==> src/rtl/mem_access_pkg.sv <==
// Shared op-field constants, response codes, FSM encoding and request classification
// for the MEM-stage DataMemory initiator.
package mem_access_pkg;

    localparam logic [1:0] SZ_BYTE = 2'b00;
    localparam logic [1:0] SZ_HALF = 2'b01;
    localparam logic [1:0] SZ_WORD = 2'b10;
    localparam logic [1:0] SZ_ILL  = 2'b11;

    localparam int OP_STORE_BIT = 3;
    localparam int OP_UNS_BIT   = 2;

    localparam logic [1:0] ERR_OK       = 2'b00;
    localparam logic [1:0] ERR_MISALIGN = 2'b01;
    localparam logic [1:0] ERR_RANGE    = 2'b10;
    localparam logic [1:0] ERR_SIZE     = 2'b11;

    typedef enum logic [2:0] {
        IDLE    = 3'd0,
        RD      = 3'd1,
        LD_DONE = 3'd2,
        WR      = 3'd3,
        RMW_RD  = 3'd4,
        RMW_WR  = 3'd5,
        ERR     = 3'd6
    } state_t;

    // Priority: illegal size, then misalignment, then address beyond the memory.
    function automatic logic [1:0] classify_req(input logic [1:0] size,
                                                input logic [31:0] addr,
                                                input int unsigned mem_aw);
        if (size == SZ_ILL)
            return ERR_SIZE;
        if ((size == SZ_WORD && addr[1:0] != 2'b00) || (size == SZ_HALF && addr[0]))
            return ERR_MISALIGN;
        if ((addr >> (mem_aw + 2)) != 32'd0)
            return ERR_RANGE;
        return ERR_OK;
    endfunction

endpackage

==> src/rtl/mem_lane_align.sv <==
// Little-endian lane handling: extracts and extends sub-word loads, and merges
// sub-word store data into the word read back from memory.
module mem_lane_align
    import mem_access_pkg::*;
(
    input  logic [1:0]  i_size,
    input  logic        i_uns,
    input  logic [1:0]  i_lane,
    input  logic [31:0] i_rdata,
    input  logic [31:0] i_wdata,
    output logic [31:0] o_load,
    output logic [31:0] o_merge
);

    logic [7:0]  w_byte;
    logic [15:0] w_half;

    always_comb begin
        w_byte  = i_rdata[{i_lane, 3'b000} +: 8];
        w_half  = i_rdata[{i_lane[1], 4'b0000} +: 16];
        o_load  = i_rdata;
        o_merge = i_wdata;
        case (i_size)
            SZ_BYTE: begin
                o_load  = {{24{w_byte[7] & ~i_uns}}, w_byte};
                o_merge = i_rdata;
                o_merge[{i_lane, 3'b000} +: 8] = i_wdata[7:0];
            end
            SZ_HALF: begin
                o_load  = {{16{w_half[15] & ~i_uns}}, w_half};
                o_merge = i_rdata;
                o_merge[{i_lane[1], 4'b0000} +: 16] = i_wdata[15:0];
            end
            default: ;
        endcase
    end

endmodule

==> src/rtl/mem_access_ctrl.sv <==
// MEM-stage load/store initiator for the word-addressed DataMemory; sub-word
// stores are done as read-modify-write. Handshake: a request is taken on the edge
// where req_valid & req_ready, req_ready is 1 only in IDLE, and the request is
// held stable by the pipeline until taken.
module mem_access_ctrl
    import mem_access_pkg::*;
#(
    parameter int MEM_AW = 11
) (
    input  logic              clk,
    input  logic              rst,
    input  logic              req_valid,
    output logic              req_ready,
    input  logic [3:0]        req_op,
    input  logic [31:0]       req_addr,
    input  logic [31:0]       req_wdata,
    output logic              resp_valid,
    output logic [1:0]        resp_err,
    output logic [31:0]       resp_rdata,
    output logic              busy,
    output logic [MEM_AW-1:0] mem_addr,
    output logic [31:0]       mem_wdata,
    output logic              mem_read,
    output logic              mem_write,
    input  logic [31:0]       mem_rdata,
    output state_t            o_dbg_state
);

    state_t      r_state;
    state_t      w_next;
    logic [3:0]  r_op;
    logic [31:0] r_addr;
    logic [31:0] r_wdata;
    logic [1:0]  w_req_err;
    logic [1:0]  w_lat_err;
    logic [31:0] w_load_data;
    logic [31:0] w_merge_data;

    assign w_req_err = classify_req(req_op[1:0], req_addr, MEM_AW);
    assign w_lat_err = classify_req(r_op[1:0], r_addr, MEM_AW);

    always_comb begin
        w_next = r_state;
        case (r_state)
            IDLE: begin
                if (req_valid) begin
                    if (w_req_err != ERR_OK)
                        w_next = ERR;
                    else if (!req_op[OP_STORE_BIT])
                        w_next = RD;
                    else if (req_op[1:0] == SZ_WORD)
                        w_next = WR;
                    else
                        w_next = RMW_RD;
                end
            end
            RD:      w_next = LD_DONE;
            RMW_RD:  w_next = RMW_WR;
            LD_DONE,
            WR,
            RMW_WR,
            ERR:     w_next = IDLE;
            default: w_next = IDLE;
        endcase
    end

    always_ff @(posedge clk or posedge rst) begin
        if (rst) begin
            r_state <= IDLE;
            r_op    <= '0;
            r_addr  <= '0;
            r_wdata <= '0;
        end else begin
            r_state <= w_next;
            if (r_state == IDLE && req_valid) begin
                r_op    <= req_op;
                r_addr  <= req_addr;
                r_wdata <= req_wdata;
            end
        end
    end

    mem_lane_align u_align (
        .i_size  (r_op[1:0]),
        .i_uns   (r_op[OP_UNS_BIT]),
        .i_lane  (r_addr[1:0]),
        .i_rdata (mem_rdata),
        .i_wdata (r_wdata),
        .o_load  (w_load_data),
        .o_merge (w_merge_data)
    );

    // Everything below is a pure decode of state and the latched request.
    assign req_ready   = (r_state == IDLE);
    assign busy        = (r_state != IDLE);
    assign mem_read    = (r_state == RD) || (r_state == RMW_RD);
    assign mem_write   = (r_state == WR) || (r_state == RMW_WR);
    assign mem_addr    = r_addr[MEM_AW+1:2];
    assign mem_wdata   = (r_state == RMW_WR) ? w_merge_data : r_wdata;
    assign resp_valid  = (r_state == LD_DONE) || (r_state == WR) ||
                         (r_state == RMW_WR) || (r_state == ERR);
    assign resp_err    = (r_state == ERR) ? w_lat_err : ERR_OK;
    assign resp_rdata  = (r_state == LD_DONE && !r_op[OP_STORE_BIT]) ? w_load_data : 32'd0;
    assign o_dbg_state = r_state;

endmodule

==> config.mk <==
export PLATFORM = sky130hd
export DESIGN_NAME = mem_access_ctrl
export DESIGN_NICKNAME = d
export VERILOG_FILES = /design/src/rtl/mem_access_pkg.sv /design/src/rtl/mem_lane_align.sv /design/src/rtl/mem_access_ctrl.sv
export SDC_FILE = /design/constraint.sdc
export NUM_CORES = 1
export LEC_CHECK = 0
export ABC_AREA = 1
export BUFFER_PORTS_ARGS = -buffer_cell sky130_fd_sc_hd__buf_2
export CAP_MARGIN = 0
export CORE_MARGIN = 3
export CORE_UTILIZATION = 45
export CTS_BUF_LIST = sky130_fd_sc_hd__clkbuf_8
export CTS_CLUSTER_SIZE = 14
export DETAILED_ROUTE_END_ITERATION = 16
export PLACE_DENSITY_LB_ADDON = 0.3
export SLEW_MARGIN = 25
export SYNTH_ARGS = -nofsm -noshare
export SYNTH_HDL_FRONTEND = slang
export SYNTH_HIERARCHICAL = 1
export SYNTH_SLANG_ARGS = --single-unit
==> constraint.sdc <==
create_clock -name clk -period 3.3 [get_ports clk]
set_input_delay 0.66 -clock clk [delete_from_list [all_inputs] [get_ports clk]]
set_output_delay 0.66 -clock clk [all_outputs]
set_load 0.03 [all_outputs]
==> run summary <==
result of the run = finished clean
most repeated cell in the gate-level netlist after synthesis = sky130_fd_sc_hd__nand2_1
number of max-capacitance violations reported = 0
TritonCTS Buffers = 9
worst setup skew after layout = 0.0127 ns
post-detailed-route wirelength per cell = 15.0 um
initial detailed-routing violation count = 582
CTS tree = yes
filler cell count = 1291
clock latency on the worst-skew pair = 0.34 ns
clock transition time at the flip-flop clock pins of the worst setup and hold paths = 0.08 ns
Worst Setup Slack, final = 0.173 ns
startpoint-to-endpoint class of the critical path = reg2out
Period Utilization, post-route = 94.8%
launching element type of the critical path = flip-flop
power density relative to cell area = 1030 mW/mm^2
maximum number of pins on one net before global-route repair = 54
#FFs+latches synth = 71
count of cell types in the netlist = 29
Area Overhead vs Synth = 19.8%
element type at the critical path end = output pin
instance count of the mapped netlist = 885
placed wire-length estimate after detailed placement = 14.2 mm
pin slew with the least headroom to its limit = 0.659 ns
hold buffer count at CTS = 0
die height = 120 um
standby leakage power = 0.00395 uW
buffer cell driving the clock tree root = sky130_fd_sc_hd__clkbuf_8
flop-to-flop setup slack = 1.31 ns
Setup Viol. Count Final = 0
final number of hold-violating endpoints = 0
met2 capacity usage during global routing = 40.1%
unrepaired setup endpoints after global routing = no
core area = 0.0127 mm^2
post-layout power = 7270 uW
data arrival at the endpoint of the critical path = 2.47 ns
number of vias per cell = 5.01
share of post-route cells with drive strength above 1 = 28.2%
first-pass GRT wire length = 28.9 mm
n_diodes = 0
asr flop ratio synth = 100%
area share of the leading cell type in the synthesized netlist = 30.2%
number of vias in the routed layout = 6110
maximum vdd ir drop = 0.564 mV
TNS Setup = 0 ns
htree depth = 3
synthesized area per cell = 6.64 um^2
Final GP Congestion = 0.994
Cell Rows = 41
number of global-route vias before repair = 5709
ports placed on the boundary = 188
total count of max-transition violations in the final report = 0
maximum buffer depth of the clock tree = 2
largest cells by area after synthesis = sky130_fd_sc_hd__dfrtp_1 30%, sky130_fd_sc_hd__nand2_1 18%, sky130_fd_sc_hd__mux2_2 8.4%
Starting Density = 46.4%
core occupancy in the finished layout = 55.5%
routing usage on met3 = 5.47%
headroom to the max-slew limit = 56.0%
initial antenna violation count = 0
DRT Pass-1 Iters = 5
number of clock sinks = 71
Yosys Warn Count = 6
nets in the synthesized netlist = 993
number of design rule violations left after detail routing = 0
floorplan die width = 120 um
worst setup slack after placement = 0.576 ns
antenna-violating nets left = 0
count of buffers from port buffering = 187
Hold WS = 0.409 ns
global-route met1 utilization = 33.6%
required arrival time at the worst endpoint = 2.64 ns
proportion of synthesized chip area in sequential cells = 30.2%
Final min period = 3.13 ns
total wire length after detailed routing = 18.3 mm
number of nets in the final layout = 1151
Main synth FF type = sky130_fd_sc_hd__dfrtp_1
maximum fanout along the worst path = 16
worst hold path class = in2async
die footprint = 0.0145 mm^2
Fmax = 320 MHz
gr usage total = 25.0%
number of enable flip-flop cells after synthesis = 0
final global-route overflow total = 0
total standard cell area after synthesis = 0.00588 mm^2
GRT Max-Usage Layer = met2
library cell occupying the most area in the post-synthesis netlist = sky130_fd_sc_hd__dfrtp_1
top cells by instance count after synthesis = 282 x sky130_fd_sc_hd__nand2_1, 131 x sky130_fd_sc_hd__inv_1, 81 x sky130_fd_sc_hd__nor2_1, 81 x sky130_fd_sc_hd__o21ai_0, 71 x sky130_fd_sc_hd__dfrtp_1
worst max-delay path: stages (launching register included):
cell and delay (ns):
sky130_fd_sc_hd__dfrtp_1 0.40, sky130_fd_sc_hd__inv_2 0.16, sky130_fd_sc_hd__ha_1 0.41, sky130_fd_sc_hd__clkinvlp_4 0.15
sky130_fd_sc_hd__buf_4 0.21, sky130_fd_sc_hd__nand2_1 0.06, sky130_fd_sc_hd__o21ai_0 0.10, sky130_fd_sc_hd__nand2_1 0.09
sky130_fd_sc_hd__nand2_1 0.06, sky130_fd_sc_hd__mux2_2 0.28, sky130_fd_sc_hd__buf_2 0.18
power breakdown:
| part | switching (uW) | leakage [uW] | total [uW] | internal [uW] |
|---|---|---|---|---|
| Sequential | 393 | 0.000858 | 1700 | 1300 |
| Clock | 333 | 0.000105 | 753 | 420 |
| Combinational | 3180 | 0.00299 | 4820 | 1640 |
| Total | 3900 | 0.00395 | 7270 | 3370 |
repair_timing:
item,CTS,global route
buffers inserted,0,1
endpoints found under the setup margin,0,11
resized for setup,0,4
flip-flops by register name, indices dropped and copies added (netlist names):
register / cells
r_op: 4
r_addr: 32
o_dbg_state: 3
r_wdata: 32
metrics by stage:
step | std cells | cell area, um^2
6_report | 1219 | 7040
5_1_grt | 1219 | 7040
4_1_cts | 1218 | 7020
3_5_place_dp | 1203 | 6810
3_3_place_gp | 1203 | 6810
2_1_floorplan | 885 | 5880
final timing paths:
kind                                             from                      to  depth (start not counted)
setup / recovery                r_addr[1]$_DFFE_PP0P_           mem_wdata[18]                         10
hold reg to reg                r_addr[11]$_DFFE_PP0P_  r_addr[11]$_DFFE_PP0P_                          1
min in group clk               r_addr[11]$_DFFE_PP0P_  r_addr[11]$_DFFE_PP0P_                          1
hold / removal                                    rst  r_addr[10]$_DFFE_PP0P_                          2
max in group asynchronous                         rst  r_addr[19]$_DFFE_PP0P_                          3
setup reg to reg           o_dbg_state[0]$_DFFE_PP0P_   r_addr[7]$_DFFE_PP0P_                          5
cell families (layout without fill, tap and decap cells):
| group | count (synthesis) | count (layout) | synth area share (%) |
|---|---|---|---|
| adder cells (fa/ha/maj) | 5 | 5 | 1.06 |
| AO/OA/AOI/OAI | 118 | 118 | 10.6 |
| buffers and inverters | 190 | 352 | 14.6 |
| flip-flops | 71 | 71 | 30.2 |
| AND/OR/NAND/NOR | 445 | 445 | 31.9 |
| multiplexers | 56 | 56 | 11.5 |
area by class of cell:
type | instances | area, um^2 | area share [%]
clock buffers | 9 | 124 | 1.76
clock inverters | 6 | 86.3 | 1.23
inverters | 136 | 523 | 7.43
multi-input cells | 624 | 3240 | 46.1
flip-flops and latches | 71 | 1780 | 25.2
well taps | 172 | 215 | 3.06
repair buffers | 201 | 1070 | 15.2
metal layers:
| metal | wire length, um | vias to the layer above |
|---|---|---|
| li1 | - | 3075 |
| met1 | 7790 | 2746 |
| met2 | 8350 | 252 |
| met3 | 1680 | 37 |
| met4 | 480 | 0 |
| met5 | 0 | - |
layout by cell type (no fill, tap or decap), types with 4 or more instances in the layout:
master                     synthesis  layout
sky130_fd_sc_hd__buf_2            16     187
sky130_fd_sc_hd__inv_2             3       4
sky130_fd_sc_hd__nand2_1         282     282
sky130_fd_sc_hd__inv_1           131     129
sky130_fd_sc_hd__dfrtp_1          71      71
sky130_fd_sc_hd__o211ai_1          7       7
sky130_fd_sc_hd__nand4_1          12      12
sky130_fd_sc_hd__o22ai_1           8       8
sky130_fd_sc_hd__clkbuf_8          0       9
sky130_fd_sc_hd__nand3_1          55      55
sky130_fd_sc_hd__a21oi_1          19      19
sky130_fd_sc_hd__ha_1              5       4
sky130_fd_sc_hd__nor2_1           81      81
sky130_fd_sc_hd__o21ai_0          81      81
sky130_fd_sc_hd__buf_4            17      11
sky130_fd_sc_hd__nand2_4           6       6
sky130_fd_sc_hd__mux2_2           44      44
sky130_fd_sc_hd__mux2_4           12      12
No activity file was read; power rests on OpenSTA's default activity.
